<file path="src/rtl/click_classifier.sv">
// Gesture classifier for one debounced button: turns press/click/release
// into single, double, long-press and auto-repeat event pulses.
module click_classifier #(
    parameter int p_long   = 50_000_000,
    parameter int p_gap    = 15_000_000,
    parameter int p_repeat = 10_000_000
) (
    input  logic i_clk,
    input  logic i_rst,
    input  logic i_press,
    input  logic i_click,
    input  logic i_release,
    output logic o_single,
    output logic o_double,
    output logic o_long,
    output logic o_repeat,
    output logic o_busy
);

    localparam int P_MAX_LG = (p_long > p_gap) ? p_long : p_gap;
    localparam int P_MAX    = (P_MAX_LG > p_repeat) ? P_MAX_LG : p_repeat;
    localparam int CW       = $clog2(P_MAX);

    localparam logic [CW-1:0] LONG_LAST   = CW'(p_long - 1);
    localparam logic [CW-1:0] GAP_LAST    = CW'(p_gap - 1);
    localparam logic [CW-1:0] REPEAT_LAST = CW'(p_repeat - 1);

    typedef enum logic [2:0] {
        S_IDLE,
        S_PRESS1,
        S_WAIT2,
        S_PRESS2,
        S_LONG
    } state_t;

    state_t        r_state;
    state_t        w_state_next;
    logic [CW-1:0] r_cnt;
    logic [CW-1:0] w_cnt_next;

    logic r_single;
    logic r_double;
    logic r_long;
    logic r_repeat;
    logic r_busy;

    logic w_single_next;
    logic w_double_next;
    logic w_long_next;
    logic w_repeat_next;

    logic w_rel;
    logic w_click;

    // A dropped i_press also counts as release, covering a lost release pulse.
    assign w_rel   = i_release | ~i_press;
    assign w_click = i_click & ~i_release;

    always_comb begin
        w_state_next  = r_state;
        w_cnt_next    = r_cnt;
        w_single_next = 1'b0;
        w_double_next = 1'b0;
        w_long_next   = 1'b0;
        w_repeat_next = 1'b0;

        unique case (r_state)
            S_IDLE: begin
                w_cnt_next = '0;
                if (w_click) begin
                    w_state_next = S_PRESS1;
                end
            end

            S_PRESS1: begin
                if (w_rel) begin
                    w_state_next = S_WAIT2;
                    w_cnt_next   = '0;
                end else if (r_cnt == LONG_LAST) begin
                    w_state_next = S_LONG;
                    w_cnt_next   = '0;
                    w_long_next  = 1'b1;
                end else begin
                    w_cnt_next = r_cnt + 1'b1;
                end
            end

            S_WAIT2: begin
                if (w_click) begin
                    w_state_next = S_PRESS2;
                    w_cnt_next   = '0;
                end else if (r_cnt == GAP_LAST) begin
                    w_state_next  = S_IDLE;
                    w_cnt_next    = '0;
                    w_single_next = 1'b1;
                end else begin
                    w_cnt_next = r_cnt + 1'b1;
                end
            end

            S_PRESS2: begin
                // No timeout here: a held second press never becomes long.
                w_cnt_next = '0;
                if (w_rel) begin
                    w_state_next  = S_IDLE;
                    w_double_next = 1'b1;
                end
            end

            S_LONG: begin
                if (w_rel) begin
                    w_state_next = S_IDLE;
                    w_cnt_next   = '0;
                end else if (r_cnt == REPEAT_LAST) begin
                    w_cnt_next    = '0;
                    w_repeat_next = 1'b1;
                end else begin
                    w_cnt_next = r_cnt + 1'b1;
                end
            end

            default: begin
                w_state_next = S_IDLE;
                w_cnt_next   = '0;
            end
        endcase
    end

    always_ff @(posedge i_clk or posedge i_rst) begin
        if (i_rst) begin
            r_state  <= S_IDLE;
            r_cnt    <= '0;
            r_single <= 1'b0;
            r_double <= 1'b0;
            r_long   <= 1'b0;
            r_repeat <= 1'b0;
            r_busy   <= 1'b0;
        end else begin
            r_state  <= w_state_next;
            r_cnt    <= w_cnt_next;
            r_single <= w_single_next;
            r_double <= w_double_next;
            r_long   <= w_long_next;
            r_repeat <= w_repeat_next;
            r_busy   <= (w_state_next != S_IDLE);
        end
    end

    assign o_single = r_single;
    assign o_double = r_double;
    assign o_long   = r_long;
    assign o_repeat = r_repeat;
    assign o_busy   = r_busy;

endmodule

</file>
<file path="config.mk">
export PLATFORM = sky130hd
export DESIGN_NAME = click_classifier
export DESIGN_NICKNAME = d
export VERILOG_FILES = /design/src/rtl/click_classifier.sv
export SDC_FILE = /design/constraint.sdc
export NUM_CORES = 1
export LEC_CHECK = 0
export CAP_MARGIN = 20
export CELL_PAD_IN_SITES_DETAIL_PLACEMENT = 0
export CELL_PAD_IN_SITES_GLOBAL_PLACEMENT = 1
export CORE_MARGIN = 1.5
export CORE_UTILIZATION = 45
export DETAILED_ROUTE_END_ITERATION = 6
export GPL_ROUTABILITY_DRIVEN = 0
export PLACE_DENSITY = 0.83
export REMOVE_ABC_BUFFERS = 1
export SLEW_MARGIN = 20
export SYNTH_ARGS = -nofsm -noshare
export SYNTH_HDL_FRONTEND = slang
export SYNTH_SLANG_ARGS = --single-unit
</file>
<file path="constraint.sdc">
create_clock -name i_clk -period 3.2 [get_ports i_clk]
set_clock_uncertainty 0.15 [all_clocks]
set_input_delay 0.64 -clock i_clk [delete_from_list [all_inputs] [get_ports i_clk]]
set_output_delay 0.64 -clock i_clk [all_outputs]
set_load 0.03 [all_outputs]
</file>
======== Yosys cells after proc, flatten, opt, wreduce, memory -nomap -nowiden ========
Index checks and enable logic that the tools add are counted.
storage, ports and cells
  register bits after elaboration ......... 34
  input bits .............................. 5
  output and inout bits ................... 5
  word-level logic and storage cells ...... 47
cells by class
  add/sub/neg operators ................... 1
  equality and inequality tests ........... 7
  multiplexer cells ....................... 25
  bitwise gates (word level) .............. 4
  reductions and logical operators ........ 3
operators with widths
  kind                                                                      count
  26-bit two-way mux                                                        6
  26-bit case mux with 3 select lines                                       1
  26-bit by 24-bit equality test with 1-bit output (second input constant)  2
  26-bit by 1-bit adder with 26-bit output (second input constant)          1
  26-bit equality test (second input constant)                              1
  3-bit two-way mux                                                         6
  3-bit case mux with 4 select lines                                        1
  1-bit two-way mux                                                         11
  3-bit by 2-bit equality test with 1-bit output (second input constant)    2
  3-bit by 1-bit equality test with 1-bit output (second input constant)    1
  3-bit equality test (second input constant)                               1
  3-bit zero test                                                           1
  3-bit nonzero test                                                        1
  1-bit NOT                                                                 2
  2-bit OR reduction                                                        1
  1-bit AND                                                                 1
  1-bit bitwise OR                                                          1

======== Longest topological paths before layout ========
Gate-level depths: netlist of the first run.
  depth after elaboration ................. 5
  gate-level depth with buffers ........... 8
  mapped depth without buffers ............ 6

======== Worst setup path before layout of the first run ========
OpenSTA, ideal clock, no wires.
  path kind ............................... reg-to-reg
  start point ............................. register r_cnt[7]
  end point ............................... register r_busy (netlist: o_busy)
  setup time .............................. 0.139 ns
  arrival time ............................ 2.629 ns
  required time ........................... 2.911 ns
  slack ................................... 0.282 ns
  stages on the path, launching flop included .. 6
  path buffers ............................ 0
  period minus slack after synthesis ...... 2.918 ns
  cells stage by stage .................... dfrtp_1 > or4_1 > or4_4 > or4_4 > o31a_1 > or4_1
between the ends
  longest elaborated chain between the ends .. 5
  elaborated cells on any way between the ends .. 8
  those cells by class .................... eq/ne (2); mux (5); reduce/logical (1)
RTL lines
  what                                                                                      RTL line  source
  start, declared                                                                           38        logic [CW-1:0] r_cnt;
  start signal, assigned                                                                    140       r_cnt <= w_cnt_next;
  26-bit by 24-bit equality test with 1-bit output or 26-bit equality test (tied branches)  92, 79
  3-bit two-way mux, on equally long branches                                               92, 79
  3-bit two-way mux, on equally long branches                                               89, 76
  3-bit case mux with 4 select lines (*)                                                    67        unique case (r_state)
  via w_state_next[0]                                                                       37        state_t w_state_next;
  3-bit nonzero test (*)                                                                    145       r_busy <= (w_state_next != S_IDLE);
  end signal, assigned                                                                      145
  end, declared                                                                             45        logic r_busy;
The timed path passes the listed nets; every way through them passes the cells marked *.

======== Worst setup path in the final report of the first run ========
Ends and elaborated chain as after synthesis.

==> results of run 1 <==
[logic make-up (layout without fill, tap and decap cells)]
family                     Yosys count  in the layout
muxes                                1              1
adders and majority gates            1              1
and+or+nand+nor                    103            103
AOI/OAI and AO/OA                    6              6
DFF                                 34             34
xor gates and xnor gates            24             24
buffers and inverters               11             24
[flip-flops by register name (all words and copies together), names as in the netlist]
name      cells
o_busy        1
o_double      1
o_long        1
o_repeat      1
o_single      1
r_cnt        26
r_state       3
[cell type report]
type	count	area [µm²]	share of cell area
repair buffers	11	105	0.0537
clock inverters	1	5.00	0.00256
well taps	48	60.1	0.0307
inverters	5	18.8	0.00960
multi-input cells	135	830	0.424
clock buffers	7	86.3	0.0441
flip-flops and latches	34	851	0.435
[per-layer routing]
| metal | track usage | up-vias | part of all wire |
|---|---|---|---|
| li1 | - | 647 | - |
| met1 | 0.248 | 656 | 0.47 |
| met2 | 0.299 | 31 | 0.47 |
| met3 | 0.0469 | 6 | 0.044 |
| met4 | 0.0771 | 0 | 0.016 |
| met5 | 0 | - | 0 |
[power groups by stage]
| stage | Sequential (µW) | Clock [µW] | Combinational [µW] |
|---|---|---|---|
| finish | 466 | 327 | 103 |
| global route | 469 | 361 | 117 |
| CTS | 466 | 334 | 104 |
| detailed placement | 474 | 0 | 104 |
| global placement | 473 | 0 | 101 |
| floorplan | 480 | 0 | 59.1 |
[cells in the mapped netlist (all sizes together), types with 2 or more instances]
cell type and instances:
nor2 36, dfrtp 34, xnor2 13, nand2 11, xor2 11, nand3 10
nand4 7, nor4 6, clkbuf 5, inv 5, nor3 5, nor4b 5
or4 4, and3 3, nand2b 3, and4 2, nor2b 2, or2 2
or3 2
[worst max-delay path by stage]
stage	slack (ns)	startpoint	endpoint	depth (start not counted)
2_1_floorplan	0.28	r_cnt[7]$_DFF_PP0_	o_busy$_DFF_PP0_	5
3_3_place_gp	0.25	r_cnt[7]$_DFF_PP0_	o_busy$_DFF_PP0_	5
3_5_place_dp	0.19	r_cnt[7]$_DFF_PP0_	o_busy$_DFF_PP0_	5
4_1_cts	0.18	r_cnt[7]$_DFF_PP0_	o_busy$_DFF_PP0_	5
5_1_grt	0.1	r_cnt[7]$_DFF_PP0_	o_busy$_DFF_PP0_	5
6_report	0.18	r_cnt[7]$_DFF_PP0_	o_busy$_DFF_PP0_	5
[what timing repair did]
action	in CTS	in global routing
gates resized for setup	0	1
hold endpoints to repair	0	0
endpoints found under the setup margin	0	1
buffers inserted	0	0
[through the flow]
stage,cells,utilization,cell area [µm²],setup WS [ns],total power [µW]
final,241,0.534,1960,0.180,896
after floorplan,174,-,1700,0.282,539
after global placement,233,0.509,1860,0.254,574
after CTS,241,0.534,1960,0.176,904
after global routing,241,0.534,1960,0.0977,947
after detailed placement,233,0.509,1860,0.187,578
==> flow_summary.yaml, run 1 <==
critical_path:
  r2r_start: "r_cnt[7]$_DFF_PP0_"
  crit_chain: "or4_1, or4_4, or4_4, o31a_1, or4_1"
  max_stage_delay_ns: 0.53
  crit_path_start_kind: "flip-flop"
  cp_max_fo: 6
  crit_buf_inv: 0
  path_delay_family: "simple AND/OR/NAND/NOR gates"
  endpoint_kind: "flip-flop"
  r2r_cells: 5
  r2r-end: "o_busy$_DFF_PP0_"
  reg2reg_slack_ns: 0.18
  crit_type: "flip-flop to flip-flop"
  crit_required_ns: 3.21
  crit_slowest_cell: "or4_1"
  cp.arrival_ns: 3.03
placement:
  hpwl_um: 2410
  io_buffers: 9
timing:
  worstMarginPinSlew_ns: 0.532
  fin_tns_setup_ns: 0
  finalCritPeriodShare: 0.944
  hold_slack_ns: 0.377
  slew_viol_final: 0
  period_minus_slack_ns: 3.02
  max_clock_freq_mhz: 331
  rsz0062_at_grt: "no"
  setup_viol_count_final: 0
  hold_viol_final: 0
  max_slew_margin: 0.645
floorplan:
  core_um2: 3660
  start_util: 0.471
  floorplan.rows: 22
  io_pins: 10
  dieArea_um2: 4210
  die_height_um: 64.9
  fp.dieW_um: 64.9
synthesis:
  synthAdderAreaFrac: 0.00725
  syn_inst: 180
  synth_cell_types: 35
  synth_warnings: 0
  synth_area_um2: 1730
  synth_edf_count: 0
  synth_top_area_share: 0.493
  synthXorXnorAreaFrac: 0.122
  synth_ff_type: "dfrtp_1"
  yosys.area_share.simple: 0.318
  synthMuxAreaShare: 0.00580
  synth_compound_area_frac: 0.0276
  yosysTopAreaCell: "dfrtp_1"
  synth-async-reset-ratio: 1.00
  yosysSeqAreaShare: 0.493
  synth_area_leaders: "dfrtp_1 49%, nor2_1 7.8%, xnor2_1 6.6%"
  avgSynthCellArea_um2: 9.59
  synth-seq-cells: 34
  synth_top_family_by_area: "simple AND/OR/NAND/NOR gates"
worst_hold_path:
  min_delay_path_depth: 1
  whs_endpoint: "r_cnt[0]$_DFF_PP0_"
  hold_start: "r_cnt[0]$_DFF_PP0_"
  holdCritPathClass: "flip-flop to flip-flop"
routing:
  wl_per_cell_um: 14.2
  totalWireLength_um: 3430
  vias_per_cell: 5.56
  drc: 0
  dr.pass1.iters: 5
  drt_iter0_markers: 83
  ant_nets: 0
  routed-via-count: 1340
power:
  powerDensity_nw_per_um2: 458
  swShare: 0.267
  switchingPower_uw: 240
  p_comb_frac: 0.115
  p_clk_frac: 0.365
  p_int_uw: 657
  seq_power_share: 0.520
  ir_drop_mv: 0.244
  p_leak_uw: 0.000781
layout:
  layout_common_cells: "36 x nor2_1, 34 x dfrtp_1, 13 x xnor2_1, 11 x nand2_1, 11 x xor2_1"
  diodes: 0
  area_delta_synth_final_pct: 13.3
  final_layout_size_suffix_gt1_frac: 0.0829
  n_fill_cell: 339
  layout.nets: 198
  final_common_cell: "nor2_1"
clock_tree:
  clkTransAtPathRegs_ns: 0.07
  cts_buffers: 5
  hold_buffers: 0
  clock_path_buffers: 2
  cts_tree: "built"
  cts_root_buf: "clkbuf_8"
  insertion_delay_ns: 0.29
  cts_num_sinks: 34
  cts_max_level: 2
outcome:
  run_status: "completed"
global_routing:
  grt_pass1_wl_um: 6000
  grt_usage: 0.189
  grt.overflow.total: 0
  grt_max_degree: 35
  antenna_found_initial: 0
  grt_pass1_vias: 1309
job:
  cap_viol_max_count: 0
Note: power is estimated with default switching activity, not from simulation.
==> run 2, diff against run 1 <==
- SKIP_LAST_GASP: unset -> 1
==> results of run 2 <==
The final DEF is identical to that of run 1; final timing and power are the same.
==> RTL edit 1: new RTL, settings of run 2 <==
Put one more register stage on the output `o_repeat`, cleared by the reset. The value now appears one clock later. The other outputs are not delayed to match.
--- a/src/rtl/click_classifier.sv
+++ b/src/rtl/click_classifier.sv
@@ -151,3 +151,9 @@
     assign o_long   = r_long;
-    assign o_repeat = r_repeat;
+    always_ff @(posedge i_clk or posedge i_rst) begin
+        if (i_rst) begin
+            o_repeat <= '0;
+        end else begin
+            o_repeat <= r_repeat;
+        end
+    end
     assign o_busy   = r_busy;
Check against the original RTL: same outputs for any inputs over 10 cycles, from zero or initial values and one cycle with i_rst high; that may be too few to reach the edited logic, so the function may still have changed.
==> RTL edit 1 against run 2 <==
Wire length increased by 0.96%; cell area increased by 1.4%; setup slack improved by 0.36 ns; area after synthesis increased by 1.3%; register-to-register slack improved by 0.42 ns; sequential cell count increased by 1; count of clock-buffer cells in the layout increased by 1; utilization increased by 0.35 points; power increased by 4.9%; non-clock buffer count unchanged; critical endpoint is now r_cnt[2]; highest routed layer unchanged.
==> RTL edit 1: results (changes against run 2) <==
metric,value,unit,change
via_per_inst,5.60,,was 5.56
arrival,2.73,ns,was 3.03 ns
reg_top3,"r_cnt (26), r_state (3)",,unchanged
antenna_cells,0,,unchanged
htree_num_levels,2,,unchanged
dpl.hpwl,2390,µm,was 2410 µm
cts_resized,0,,unchanged
layout-drive-gt1-share,0.0838,,was 0.0829
dr.pass1.iters,4,,was 5
status,"complete, no violations",,unchanged
clock_latency,0.28,ns,
synth_compound_area_frac,0.0451,,was 0.0276
cts_buffers,5,,unchanged
vias,1338,,was 1340
fill_cells,337,,was 339
synth.area.mux_share,0,,was 0.00580
grt_max_degree,36,,was 35
synth_cell_types,37,,was 35
ys_async_sr_fraction,1.00,,unchanged
detail_route.iter0.violations,77,,was 83
yosysWarnings,0,,unchanged
ff2ff_setup_slack,0.60,ns,was 0.18 ns
place_inst,231,,was 233
ys_top_cells_by_area,"dfrtp_1, xor2_1, nor2_1, nand3_1, xnor2_1",,"was dfrtp_1, nor2_1, xnor2_1, xor2_1, nand3_1"
p_switching,239,µW,was 240 µW
tightest_slew,0.887,ns,was 0.532 ns
hold_path_class,register to register,,unchanged
synth_xor_area_frac,0.125,,was 0.122
ys_seq_area_frac,0.501,,was 0.493
cts_root_buf,clkbuf_8,,unchanged
whs,0.205,ns,was 0.377 ns
post_synth_fa_ha_maj_area_fraction,0.00716,,was 0.00725
grt_use_total,0.191,,was 0.189
ir_drop,248,µV,was 244 µV
grt_pass1_wl,6070,µm,was 6000 µm
totalWireLength,3470,µm,was 3430 µm
io_buffers,9,,unchanged
crit_fanout,26,,was 6
power_leakage,0.815,nW,was 0.781 nW
grt_pass1_vias,1388,,was 1309
synthCells,176,,was 180
synth_commonest_cells,"nor2_1, dfrtp_1, xor2_1, nand3_1",,"was nor2_1, dfrtp_1, xnor2_1, nand2_1, xor2_1"
nets,196,,was 198
==> RTL edit 1: cell count changes in the layout (fill, tap and decap cells not counted), sizes merged, moves of 2 or more <==
cell / change
nor4b: -4
nor3: -2
o21ai: +2
nor4: -2
xnor2: -6
or4: -2
nand3: +5
xor2: +7
nand2: -3
and3: +2
==> RTL edit 1: critical path, cell delays in order <==
cell and delay [ns]:
clkdlybuf4s50_1 0.45, nand2b_1 0.26, or4b_2 0.69, a31oi_1 0.26
a221oi_4 0.05, buf_4 0.23, nor2_1 0.14
==> RTL edit 1: cell families after synthesis <==
logic type                 Yosys count
and+or+nand+nor                     98
DFF                                 35
xor gates and xnor gates            25
AOI/OAI and AO/OA                    9
buffers and inverters                8
adders and majority gates            1
==> RTL edit 1: layer usage <==
| metal | global-route usage | vias to the layer above | wire [µm] |
|---|---|---|---|
| li1 | - | 641 | - |
| met1 | 0.224 | 658 | 1590 |
| met2 | 0.320 | 32 | 1660 |
| met3 | 0.0565 | 7 | 151 |
| met4 | 0.0911 | 0 | 63 |
| met5 | 0 | - | 0 |
==> RTL edit 1: worst paths after layout <==
check,from,endpoint,cells after the start
setup / recovery,i_release,r_cnt[2],7
hold / removal,r_repeat,o_repeat,0
setup reg to reg,r_cnt[11],r_cnt[2],6
hold reg to reg,r_repeat,o_repeat,0
max in group asynchronous,i_rst,r_cnt[18],3
min in group asynchronous,i_rst,o_double,3
==> RTL edit 1: through the flow <==
| stage | worst slack (ns) | utilization | area, µm² |
|---|---|---|---|
| after floorplan | 0.632 | - | 1720 |
| after global placement | 0.351 | 0.511 | 1880 |
| after detailed placement | 0.254 | 0.511 | 1880 |
| after CTS | 0.550 | 0.538 | 1980 |
| after global routing | 0.405 | 0.538 | 1980 |
| final | 0.536 | 0.538 | 1980 |
==> RTL edit 1: area by class of cell <==
cell class | count | area share
Sequential cell | 35 | 0.442
Multi-Input combinational cell | 133 | 0.417
Timing Repair Buffer | 11 | 0.0530
Clock buffer | 8 | 0.0505
Tap cell | 48 | 0.0303
Inverter | 4 | 0.00757
==> RTL edit 1: power by group through the flow <==
stage | Combinational (mW) | Sequential, mW | Clock, mW
2_1_floorplan | 0.0653 | 0.494 | 0
3_3_place_gp | 0.113 | 0.486 | 0
3_5_place_dp | 0.115 | 0.488 | 0
4_1_cts | 0.115 | 0.480 | 0.356
5_1_grt | 0.129 | 0.482 | 0.374
6_report | 0.114 | 0.480 | 0.347
==> RTL edit 2: new RTL, config.mk and constraints of run 2 <==
Without the edit above. Set the parameter `p_gap` to 30_000_000 (it was 15_000_000).
--- a/src/rtl/click_classifier.sv
+++ b/src/rtl/click_classifier.sv
@@ -4,3 +4,3 @@
     parameter int p_long   = 50_000_000,
-    parameter int p_gap    = 15_000_000,
+    parameter int p_gap    = 30_000_000,
     parameter int p_repeat = 10_000_000
Behaviour: no difference found for any inputs over 10 cycles, from zero or initial values and one cycle with i_rst high; that may be too few to reach the edited logic, so the function may still have changed.
==> RTL edit 2 against run 2 <==
Sequential cell count unchanged; final cell count increased by 2.9%; wire length increased by 11%; first-iteration DRC count decreased by 31%; count of clock-buffer cells in the layout unchanged; cell area increased by 6.3%; area after synthesis increased by 9.0%; critical path depth increased by 1; power increased by 1.1%; clock power decreased by 11%; critical path type unchanged; highest routed layer unchanged; sequential power increased by 2%; setup slack improved by 0.52 ns; largest power group unchanged; non-clock buffer count increased by 1.
==> RTL edit 2: results (changes against run 2) <==
metric,value,unit,change
synth_commonest_cells,"dfrtp_1, a21oi_1, xnor2_1, nand3_1, nor2_1",,"was nor2_1, dfrtp_1, xnor2_1, nand2_1, xor2_1"
grt_max_degree,35,,unchanged
post_cts_buffers,0,,unchanged
cts_root_buf,clkbuf_8,,unchanged
arrival,2.50,ns,was 3.03 ns
ys_top_cells_by_area,"dfrtp_1, xnor2_1, a21oi_1, xor2_1, nand3_1",,"was dfrtp_1, nor2_1, xnor2_1, xor2_1, nand3_1"
grt_use_total,0.200,,was 0.189
grt_pass1_vias,1418,,was 1309
dr.pass1.iters,4,,was 5
cts_buffers,5,,unchanged
r2r_start,r_cnt[7],,unchanged
layout-drive-gt1-share,0.116,,was 0.0829
wl_met3,129,µm,was 150 µm
ys_seq_area_frac,0.452,,was 0.493
wl_met2,1810,µm,was 1630 µm
io_buffers,9,,unchanged
detail_route.iter0.violations,57,,was 83
wl_met1,1810,µm,was 1600 µm
clock_latency,0.28,ns,
placed_area,0.00200,mm²,was 0.00186 mm²
status,"complete, no violations",,unchanged
antenna_cells,0,,unchanged
highest_layer,met4,,unchanged
slew_headroom,0.480,,was 0.645
totalWireLength,3820,µm,was 3430 µm
nets,204,,was 198
synth_cell_types,41,,was 35
synth-main-ff-cell,dfrtp_1,,unchanged
hold_path_class,register to register,,unchanged
yosysWarnings,0,,unchanged
grt_antenna_before_repair,0,,unchanged
path_class,register to register,,unchanged
dpl.hpwl,2670,µm,was 2410 µm
cts_resized,0,,unchanged
clkTransAtPathRegs,0.06,ns,
reg_top3,"r_cnt (26), r_state (3)",,unchanged
crit_fanout,26,,was 6
ir_drop,269,µV,was 244 µV
min_from,r_cnt[0],,unchanged
power_leakage,0.757,nW,was 0.781 nW
clockBufferDepth,2,,unchanged
htree_num_levels,2,,unchanged
ys_async_sr_fraction,1.00,,unchanged
via_per_inst,5.71,,was 5.56
grt_pass1_wl,6760,µm,was 6000 µm
==> RTL edit 2: cell types whose count changed after synthesis, moves of 3 or more <==
cell and change:
nor4b_1 -5, buf_6 +3, a21oi_2 +5, xor2_1 -3, inv_1 +3, a21oi_1 +21
nor2_1 -24, clkbuf_1 -3, xnor2_1 +3
==> RTL edit 2: worst paths after layout <==
path | endpoint | slack, ns | cells past startpoint
hold / removal | r_cnt[0] | 0.36 | 1
min in group asynchronous | r_cnt[3] | 0.60 | 3
setup reg to reg | r_cnt[1] | 0.70 | 6
setup / recovery | r_cnt[1] | 0.70 | 6
hold reg to reg | r_cnt[0] | 0.36 | 1
max in group asynchronous | r_cnt[17] | 2.00 | 3
==> RTL edit 2: metrics by stage <==
| step | setup slack, ns | total power, mW | hold slack, ns | cells |
|---|---|---|---|---|
| 2_1_floorplan | 0.733 | 0.573 | 0.319 | 179 |
| 3_3_place_gp | 0.663 | 0.618 | 0.349 | 241 |
| 3_5_place_dp | 0.571 | 0.625 | 0.355 | 241 |
| 4_1_cts | 0.693 | 0.915 | 0.364 | 248 |
| 5_1_grt | 0.597 | 0.958 | 0.391 | 248 |
| 6_report | 0.696 | 0.906 | 0.363 | 248 |
==> RTL edit 2: cells by family (layout without fill, tap and decap cells) <==
logic type	count (synthesis)	count (layout)	synth area share
and+or+nand+nor	79	79	0.264
AOI/OAI and AO/OA	32	32	0.115
DFF	34	34	0.452
buffers and inverters	15	27	0.0446
adders and majority gates	1	1	0.00665
xor gates and xnor gates	24	24	0.112
muxes	1	1	0.00532
==> RTL edit 2: layer usage <==
metal  vias to the layer above  track usage
met2                        20        0.315
li1                        689            -
met4                         0       0.0612
met5                         -            0
met3                         7       0.0667
met1                       700        0.259
==> RTL edit 2: critical path, cell delays in order (launching register included) <==
cell,delay (ns)
dfrtp_1,0.45
or4b_4,0.59
nor4_1,0.31
nand3_1,0.21
a32oi_4,0.19
buf_4,0.32
a21boi_0,0.13
==> RTL edit 2: area by class of cell <==
class / instances / area, µm²
fillers: 372 / 1920
well taps: 50 / 62.6
multi-input cells: 137 / 946
repair buffers: 12 / 113
inverters: 8 / 30.0
flip-flops and latches: 34 / 851
clock buffers: 7 / 76.3
==> RTL edit 2: where the power goes <==
group	internal [mW]	switching, mW
combinational	0.0553	0.0863
clock	0.150	0.141
sequential	0.451	0.0231
total	0.656	0.251
